$ cat src/rtl/hsid_vctr_pkg.sv
// Shared types and width helpers for the vector square/sum accumulator.
package hsid_vctr_pkg;

  typedef logic [1:0] acc_state_t;

  localparam acc_state_t IDLE   = 2'd0;
  localparam acc_state_t DRAIN  = 2'd1;
  localparam acc_state_t FLUSH  = 2'd2;
  localparam acc_state_t RESULT = 2'd3;

  // Wide enough that VECTOR_LENGTH all-ones squares never overflow.
  function automatic int unsigned calc_acc_width(input int unsigned data_width,
                                                 input int unsigned vector_length);
    return 2 * data_width + $clog2(vector_length);
  endfunction

endpackage

$ cat src/rtl/hsid_sq_acc_stage.sv
// Two-stage accumulate pipeline: FIFO data is captured one cycle after the pop request,
// then added (or squared and added) into the accumulator.
module hsid_sq_acc_stage #(
  parameter int unsigned DATA_WIDTH = 16,
  parameter int unsigned ACC_WIDTH  = 35
) (
  input  logic                  clk,
  input  logic                  rst_n,
  input  logic                  mode_i,
  input  logic                  clear_i,
  input  logic                  in_valid_i,
  input  logic [DATA_WIDTH-1:0] data_i,
  output logic [ACC_WIDTH-1:0]  acc_o,
  output logic                  pipe_busy_o
);

  logic                    v0_q, v1_q;
  logic [DATA_WIDTH-1:0]   d1_q;
  logic [ACC_WIDTH-1:0]    acc_q, acc_d;
  logic [2*DATA_WIDTH-1:0] d_ext, addend;

  always_comb begin
    d_ext  = {{DATA_WIDTH{1'b0}}, d1_q};
    addend = mode_i ? d_ext * d_ext : d_ext;
    acc_d  = acc_q;
    if (clear_i) begin
      acc_d = '0;
    end else if (v1_q) begin
      acc_d = acc_q + ACC_WIDTH'(addend);
    end
  end

  // v0 marks the cycle in which popped data is on the FIFO output.
  always_ff @(posedge clk or negedge rst_n) begin
    if (!rst_n) begin
      v0_q  <= 1'b0;
      v1_q  <= 1'b0;
      d1_q  <= '0;
      acc_q <= '0;
    end else begin
      v0_q  <= in_valid_i;
      v1_q  <= v0_q;
      if (v0_q) begin
        d1_q <= data_i;
      end
      acc_q <= acc_d;
    end
  end

  assign acc_o       = acc_q;
  assign pipe_busy_o = v0_q | v1_q;

endmodule

$ cat src/rtl/vctr_sq_accum.sv
// Drains one vector from the upstream result FIFO on its done edge and returns the
// sum or sum of squares through a valid/ready result port.
module vctr_sq_accum import hsid_vctr_pkg::*; #(
  parameter int unsigned  DATA_WIDTH    = 16,
  parameter int unsigned  VECTOR_LENGTH = 8,
  localparam int unsigned ACC_WIDTH     = calc_acc_width(DATA_WIDTH, VECTOR_LENGTH)
) (
  input  logic                  clk,
  input  logic                  rst_n,
  input  logic                  sq_en,
  input  logic                  vctr_done,
  output logic                  vctr_rd_en,
  input  logic [DATA_WIDTH-1:0] vctr_data,
  output logic [ACC_WIDTH-1:0]  result_data,
  output logic                  result_valid,
  input  logic                  result_ready,
  output logic                  busy
);

  localparam int unsigned    CntW    = (VECTOR_LENGTH > 1) ? $clog2(VECTOR_LENGTH) : 1;
  localparam logic [CntW-1:0] CntLast = CntW'(VECTOR_LENGTH - 1);

  acc_state_t             state_q, state_d;
  logic [CntW-1:0]        cnt_q, cnt_d;
  logic                   mode_q, mode_d;
  logic                   done_q;
  logic [ACC_WIDTH-1:0]   result_q, result_d;
  logic [ACC_WIDTH-1:0]   acc;
  logic                   pipe_busy;
  logic                   trigger;
  logic                   clear;

  assign trigger = vctr_done & ~done_q;
  assign clear   = (state_q == IDLE) & trigger;

  always_comb begin
    state_d  = state_q;
    cnt_d    = cnt_q;
    mode_d   = mode_q;
    result_d = result_q;
    unique case (state_q)
      IDLE: begin
        if (trigger) begin
          state_d = DRAIN;
          cnt_d   = '0;
          mode_d  = sq_en;
        end
      end
      DRAIN: begin
        cnt_d = cnt_q + CntW'(1);
        if (cnt_q == CntLast) begin
          state_d = FLUSH;
        end
      end
      FLUSH: begin
        if (!pipe_busy) begin
          state_d  = RESULT;
          result_d = acc;
        end
      end
      RESULT: begin
        if (result_ready) begin
          state_d = IDLE;
        end
      end
      default: state_d = IDLE;
    endcase
  end

  always_ff @(posedge clk or negedge rst_n) begin
    if (!rst_n) begin
      state_q  <= IDLE;
      cnt_q    <= '0;
      mode_q   <= 1'b0;
      done_q   <= 1'b0;
      result_q <= '0;
    end else begin
      state_q  <= state_d;
      cnt_q    <= cnt_d;
      mode_q   <= mode_d;
      done_q   <= vctr_done;
      result_q <= result_d;
    end
  end

  hsid_sq_acc_stage #(
    .DATA_WIDTH (DATA_WIDTH),
    .ACC_WIDTH  (ACC_WIDTH)
  ) u_acc_stage (
    .clk         (clk),
    .rst_n       (rst_n),
    .mode_i      (mode_q),
    .clear_i     (clear),
    .in_valid_i  (vctr_rd_en),
    .data_i      (vctr_data),
    .acc_o       (acc),
    .pipe_busy_o (pipe_busy)
  );

  assign vctr_rd_en   = (state_q == DRAIN);
  assign result_valid = (state_q == RESULT);
  assign busy         = (state_q != IDLE);
  assign result_data  = result_q;

endmodule
$ cat config.mk
export PLATFORM = sky130hd
export DESIGN_NAME = vctr_sq_accum
export DESIGN_NICKNAME = d
export VERILOG_FILES = /design/src/rtl/hsid_vctr_pkg.sv /design/src/rtl/hsid_sq_acc_stage.sv /design/src/rtl/vctr_sq_accum.sv
export SDC_FILE = /design/constraint.sdc
export NUM_CORES = 1
export LEC_CHECK = 0
export CORE_UTILIZATION = 54
export CTS_BUF_LIST = sky130_fd_sc_hd__clkbuf_2
export DETAILED_ROUTE_END_ITERATION = 8
export DONT_BUFFER_PORTS = 1
export GPL_TIMING_DRIVEN = 0
export PLACE_DENSITY_LB_ADDON = 0.08
export SYNTH_ARGS = -nofsm -noshare
export SYNTH_HDL_FRONTEND = slang
export SYNTH_SLANG_ARGS = --single-unit
export TNS_END_PERCENT = 50
$ cat constraint.sdc
create_clock -name clk -period 7.9 [get_ports clk]
set_input_delay 1.58 -clock clk [delete_from_list [all_inputs] [get_ports clk]]
set_output_delay 1.58 -clock clk [all_outputs]
set_load 0.05 [all_outputs]
After elaboration in Yosys (flattened, before gate mapping):

Cells that the tools add are included.

* register bits after elaboration: 95
* bits of input ports: 21
* output and inout bits: 38
* word-level logic and storage cells: 43

* $add $sub $neg: 2
* $mul: 1
* equal/unequal tests: 8
* muxes and demuxes: 10
* bitwise operators: 5
* reduce and logical (&&, ||, !) cells: 8

Operator list (count)
* two-way mux 35 bit: 2
* adder 35 x 32 -> 35 bit: 1
* multiplier 16 x 16 -> 32 bit: 1
* two-way mux 32 bit: 1
* two-way mux 2 bit: 4
* one-hot mux 2 bit (4 select lines): 1
* != test 2 bit, second input constant: 3
* one-hot mux 3 bit (2 select lines): 1
* AND reduction 2 bit: 3
* nonzero test 2 bit: 3
* equality test 2 bit, second input constant: 2
* AND reduction 4 bit: 1
* adder 3 x 1 -> 3 bit, second input constant: 1
* equality test 3 bit, second input constant: 1
* two-way mux 3 bit: 1
* AND 1 bit: 2
* equality test 2 x 1 -> 1 bit, second input constant: 1
* logical NOT 2 bit: 1
* != test 2 x 1 -> 1 bit, second input constant: 1
* NOT 1 bit: 2
* bitwise OR 1 bit: 1

Depth between registers and ports, before layout:

* depth in word-level cells: 5
* gate-level depth with buffers: 34
* mapped depth without buffers: 32

Hierarchy:

A second synthesis with hierarchy kept.

* cells, all modules: 1416
* area, all modules: 13137.6 sq um

Modules (own cells, without submodules)
* hsid_sq_acc_stage: instances 1, cells an instance 1307, area an instance 11423.5 sq um
* vctr_sq_accum: instances 1, cells an instance 109, area an instance 1714.1 sq um

Least setup slack after synthesis:

Ideal clock, no wire load.

* path type: reg2reg
* start: register u_acc_stage.d1_q[1]
* end: register u_acc_stage.acc_q[32], in the netlist u_acc_stage.acc_o[32]
* arrival time: 7.383 ns
* data required time: 7.822 ns
* path slack: 0.440 ns
* stages on the path, launching flop included: 33
* period minus slack after synthesis: 7.460 ns
* cells stage by stage: dfrtp_1 > clkbuf_1 > clkbuf_1 > and2_1 > fa_1 > inv_1 > fa_1 > inv_1 > fa_1 > inv_1 > fa_1 > inv_1 > fa_1 > inv_1 > fa_1 > inv_1 > ha_1 > or2_2 > a211o_1 > o21ai_2 > a21o_1 > a21oi_1 > or3_1 > and3_1 > ha_1 > a21o_1 > a21oi_1 > nor2b_1 > nor4_1 > o41ai_1 > a21oi_1 > a21o_1 > a21oi_1

* longest elaborated chain between the ends: 5

Ends and longest elaborated chain
* start, declared: RTL line hsid_sq_acc_stage.sv:18 `logic [DATA_WIDTH-1:0] d1_q;`
* start signal, assigned: RTL line hsid_sq_acc_stage.sv:44 `d1_q <= data_i;`
* multiplier 16 x 16 -> 32 bit: RTL line hsid_sq_acc_stage.sv:24 `addend = mode_i ? d_ext * d_ext : d_ext;`
* two-way mux 32 bit (*): RTL line hsid_sq_acc_stage.sv:24
* adder 35 x 32 -> 35 bit (*): RTL line hsid_sq_acc_stage.sv:29 `acc_d = acc_q + ACC_WIDTH'(addend);`
* two-way mux 35 bit (*): RTL line hsid_sq_acc_stage.sv:28 `end else if (v1_q) begin`
* two-way mux 35 bit (*): RTL line hsid_sq_acc_stage.sv:26 `if (clear_i) begin`
* end signal, assigned: RTL line hsid_sq_acc_stage.sv:39 `acc_q <= '0;`
* end signal, assigned: RTL line hsid_sq_acc_stage.sv:46 `acc_q <= acc_d;`
* end, declared: RTL line hsid_sq_acc_stage.sv:19 `logic [ACC_WIDTH-1:0] acc_q, acc_d;`

Mark *: on every way between the ends. The rest lies on a longest branch, timed or not. The select of a mux whose other input is x is not followed.
A chain may end at the register's enable or synchronous reset.

Worst setup path in the final report:

* start: register u_acc_stage.d1_q[5]
* end: register u_acc_stage.acc_q[32], in the netlist u_acc_stage.acc_o[32]

The elaborated chain is that of the path after synthesis.

==> results.cfg <==
[status]
outcome = completed

[min_path]
hp-start = u_acc_stage.v0_q$_DFF_PN0_
whs_path_depth = 0
hp-class = reg -> reg
hold_path_end = u_acc_stage.v1_q$_DFF_PN0_

[sta]
maxSlewHeadroom_pct = 40.8
period_share_pct = 97.8
min_period_ns = 7.73
whs_ns = 0.427
skew_ns = 0.0648
worst_pin_slew_ns = 0.888
maxSlewViolCount = 0
setup_viol = 0
final_hold_viol_count = 0
fmax_mhz = 129
rsz0062_at_grt = true

[place]
gp_congestion = 0.901
dp.cells = 1773
placed_area_um2 = 13800
hpwl_um = 26500
numPortBuffers = 0

[worst_setup_path]
startpoint_type = flip-flop
critPathMaxStageDelay_ns = 0.56
crit_fanout = 5
worstRegToRegCells = 30
r2r_slack_ns = 0.17
crit_buf_inv = 5
timing.rr.start = u_acc_stage.d1_q[5]$_DFFE_PN0P_
critPathSlowestCell = dfrtp_2
critPathRequiredTime_ns = 8.50
worstPathArrival_ns = 8.32
critical-path-top-delay-family = adder cells
cpMostUsedCell = fa_1
critPathKind = reg -> reg
r2r-end = u_acc_stage.acc_o[32]$_DFFE_PN0P_
end_kind = flip-flop

[global_routing]
grt_start_max_net_pins = 96
grt_antenna_before_repair = 1
grt_pass1_wl_um = 54600
first_global_vias = 10500
overflow = 0
grt.total_usage_pct = 27.6

[clocking]
cts_tree = yes
cts_root_buf = clkbuf_2
numCtsBuffers = 9
cts_sinks = 95
clk_pin_slew_ns = 0.35
clockBufferDepth = 2
htree_levels = 3
clock_latency_ns = 0.67

[logic_synthesis]
syn_nets = 1774
ys_seq_elements = 95
synth_ff_type = dfrtp_1
yosys.area.top_type = fa_1
synth_cells = 1449
netlist_area_um2 = 13400
synth_edf_count = 0
yosysWarnings = 0
yosys-top-cells-area = fa_1 24%, dfrtp_1 18%, ha_1 13%, inv_1 7.1%, mux2_2 3.8%
synth.avg_cell_area_um2 = 9.23
synth_cell_types = 76
synth_top_area_share_pct = 24.4
ys_seq_area_share_pct = 17.8
synthArstFlopShare_pct = 100

[die]
die_x_um = 159
floorplan.initialDensity_pct = 55.0
rows = 57
core_um2 = 24300
io_pins = 59
die-area_um2 = 25400
die-height_um = 159

[cells_and_area]
area_growth_pct = 10.3
drive_above_1_share_pct = 16.0
ff_latch_area_um2 = 2390
final_cell_mix = 249 x inv_1, 163 x fa_1, 126 x ha_1
layoutNonFillerInstCount = 1835
final_common_cell = inv_1
final_nets = 1830
final.fill_count = 2158
multi_input_area_um2 = 10200
fin_area_um2 = 14700

[drt]
ant_nets = 0
vias = 10300
totalWireLength_um = 33600
viasPerCell = 5.60
wl_per_cell_um = 18.3
drt_iter0_markers = 528
dr.pass1.iters = 5
drcViolationCount = 0

[flow_run]
maxCapViolCount = 0
-- area by class of cell --
cell class / instances / share of cell area [%]
tap: 324 / 2.75
antenna: 1 / 0.0170
multi-input combinational: 1042 / 68.9
sequential: 95 / 16.2
inverter: 253 / 6.54
clock buffer: 9 / 0.306
timing repair buffer: 53 / 2.78
buffer: 51 / 2.11
clock inverter: 7 / 0.373
-- routing by layer --
metal	GRT usage (%)	wire (um)
met5	0	0
met3	4.64	1700
met4	7.04	720
met1	37.9	15100
met2	45.5	16100
-- cell usage after synthesis, types with 5 or more instances --
master and count:
a211oi_1 5, o21ai_1 5, o21bai_1 7, o211ai_1 5, mux2i_1 24, nand2_1 122, a21oi_1 60, a31oi_1 8
fa_1 163, a21o_1 37, or3_1 7, clkbuf_1 52, xor2_1 20, nor3_1 15, or2_2 5, dfrtp_1 95
ha_1 141, nand3_1 26, nor2_1 65, and2_1 59, nor2b_1 12, nand4_1 8, and3_1 22, o21a_1 8
inv_1 253, o21ai_0 56, mux2_2 45, xnor2_1 33
-- worst register-to-register path, delay by kind of cell (launching register included) --
| kind | cells | cell delay [ns] |
|---|---|---|
| flops | 1 | 0.56 |
| buf+inv | 5 | 0.37 |
| fa+ha+maj | 8 | 3.55 |
| compound gates | 10 | 1.79 |
| simple gates | 7 | 1.37 |
-- flip-flops by register name, summed over array words and instances, names as in the netlist --
name / flops
cnt_q: 3
done_q: 1
mode_q: 1
result_data: 35
state_q: 2
u_acc_stage.acc_o: 35
u_acc_stage.d1_q: 16
u_acc_stage.v0_q: 1
u_acc_stage.v1_q: 1
-- what timing repair did --
item | 4_1_cts | 5_1_grt
hold buffers | 0 | 0
gates resized for setup | 55 | 100
buffers inserted | 13 | 40
endpoints found under the setup margin | 19 | 17
pin swaps | 3 | 31
-- how the worst max path moves through the flow --
stage	from	endpoint	depth (start not counted)
floorplan	u_acc_stage.d1_q[1]$_DFFE_PN0P_	u_acc_stage.acc_o[32]$_DFFE_PN0P_	32
CTS	u_acc_stage.d1_q[2]$_DFFE_PN0P_	u_acc_stage.acc_o[30]$_DFFE_PN0P_	27
detailed placement	u_acc_stage.d1_q[5]$_DFFE_PN0P_	u_acc_stage.acc_o[32]$_DFFE_PN0P_	28
global placement	u_acc_stage.d1_q[5]$_DFFE_PN0P_	u_acc_stage.acc_o[32]$_DFFE_PN0P_	28
global route	u_acc_stage.d1_q[15]$_DFFE_PN0P_	u_acc_stage.acc_o[32]$_DFFE_PN0P_	28
finish	u_acc_stage.d1_q[5]$_DFFE_PN0P_	u_acc_stage.acc_o[32]$_DFFE_PN0P_	30
-- per-stage QoR --
stage | TNS, ns | setup WS (ns) | util [%]
floorplan | 0 | 0.440 | -
global placement | -9.23 | -0.925 | 56.6
detailed placement | -10.39 | -0.908 | 56.6
CTS | -0.00943 | -0.00943 | 58.0
global route | -0.200 | -0.0710 | 60.6
finish | 0 | 0.174 | 60.6
-- logic make-up (layout without fill, tap and decap cells) --
kind of cell | Yosys count | count (layout) | share of synthesized area [%]
multiplexers | 69 | 69 | 5.59
AND/OR/NAND/NOR | 373 | 373 | 14.1
AO/OA/AOI/OAI | 243 | 243 | 12.6
other | 0 | 1 | 0
flip-flops | 95 | 95 | 17.8
XOR/XNOR | 53 | 53 | 3.47
adder cells (fa/ha/maj) | 304 | 304 | 37.6
buffers and inverters | 312 | 373 | 8.84
Power is not shown: default switching activity piles up to over one toggle a cycle in this logic, so the estimate is an artifact.
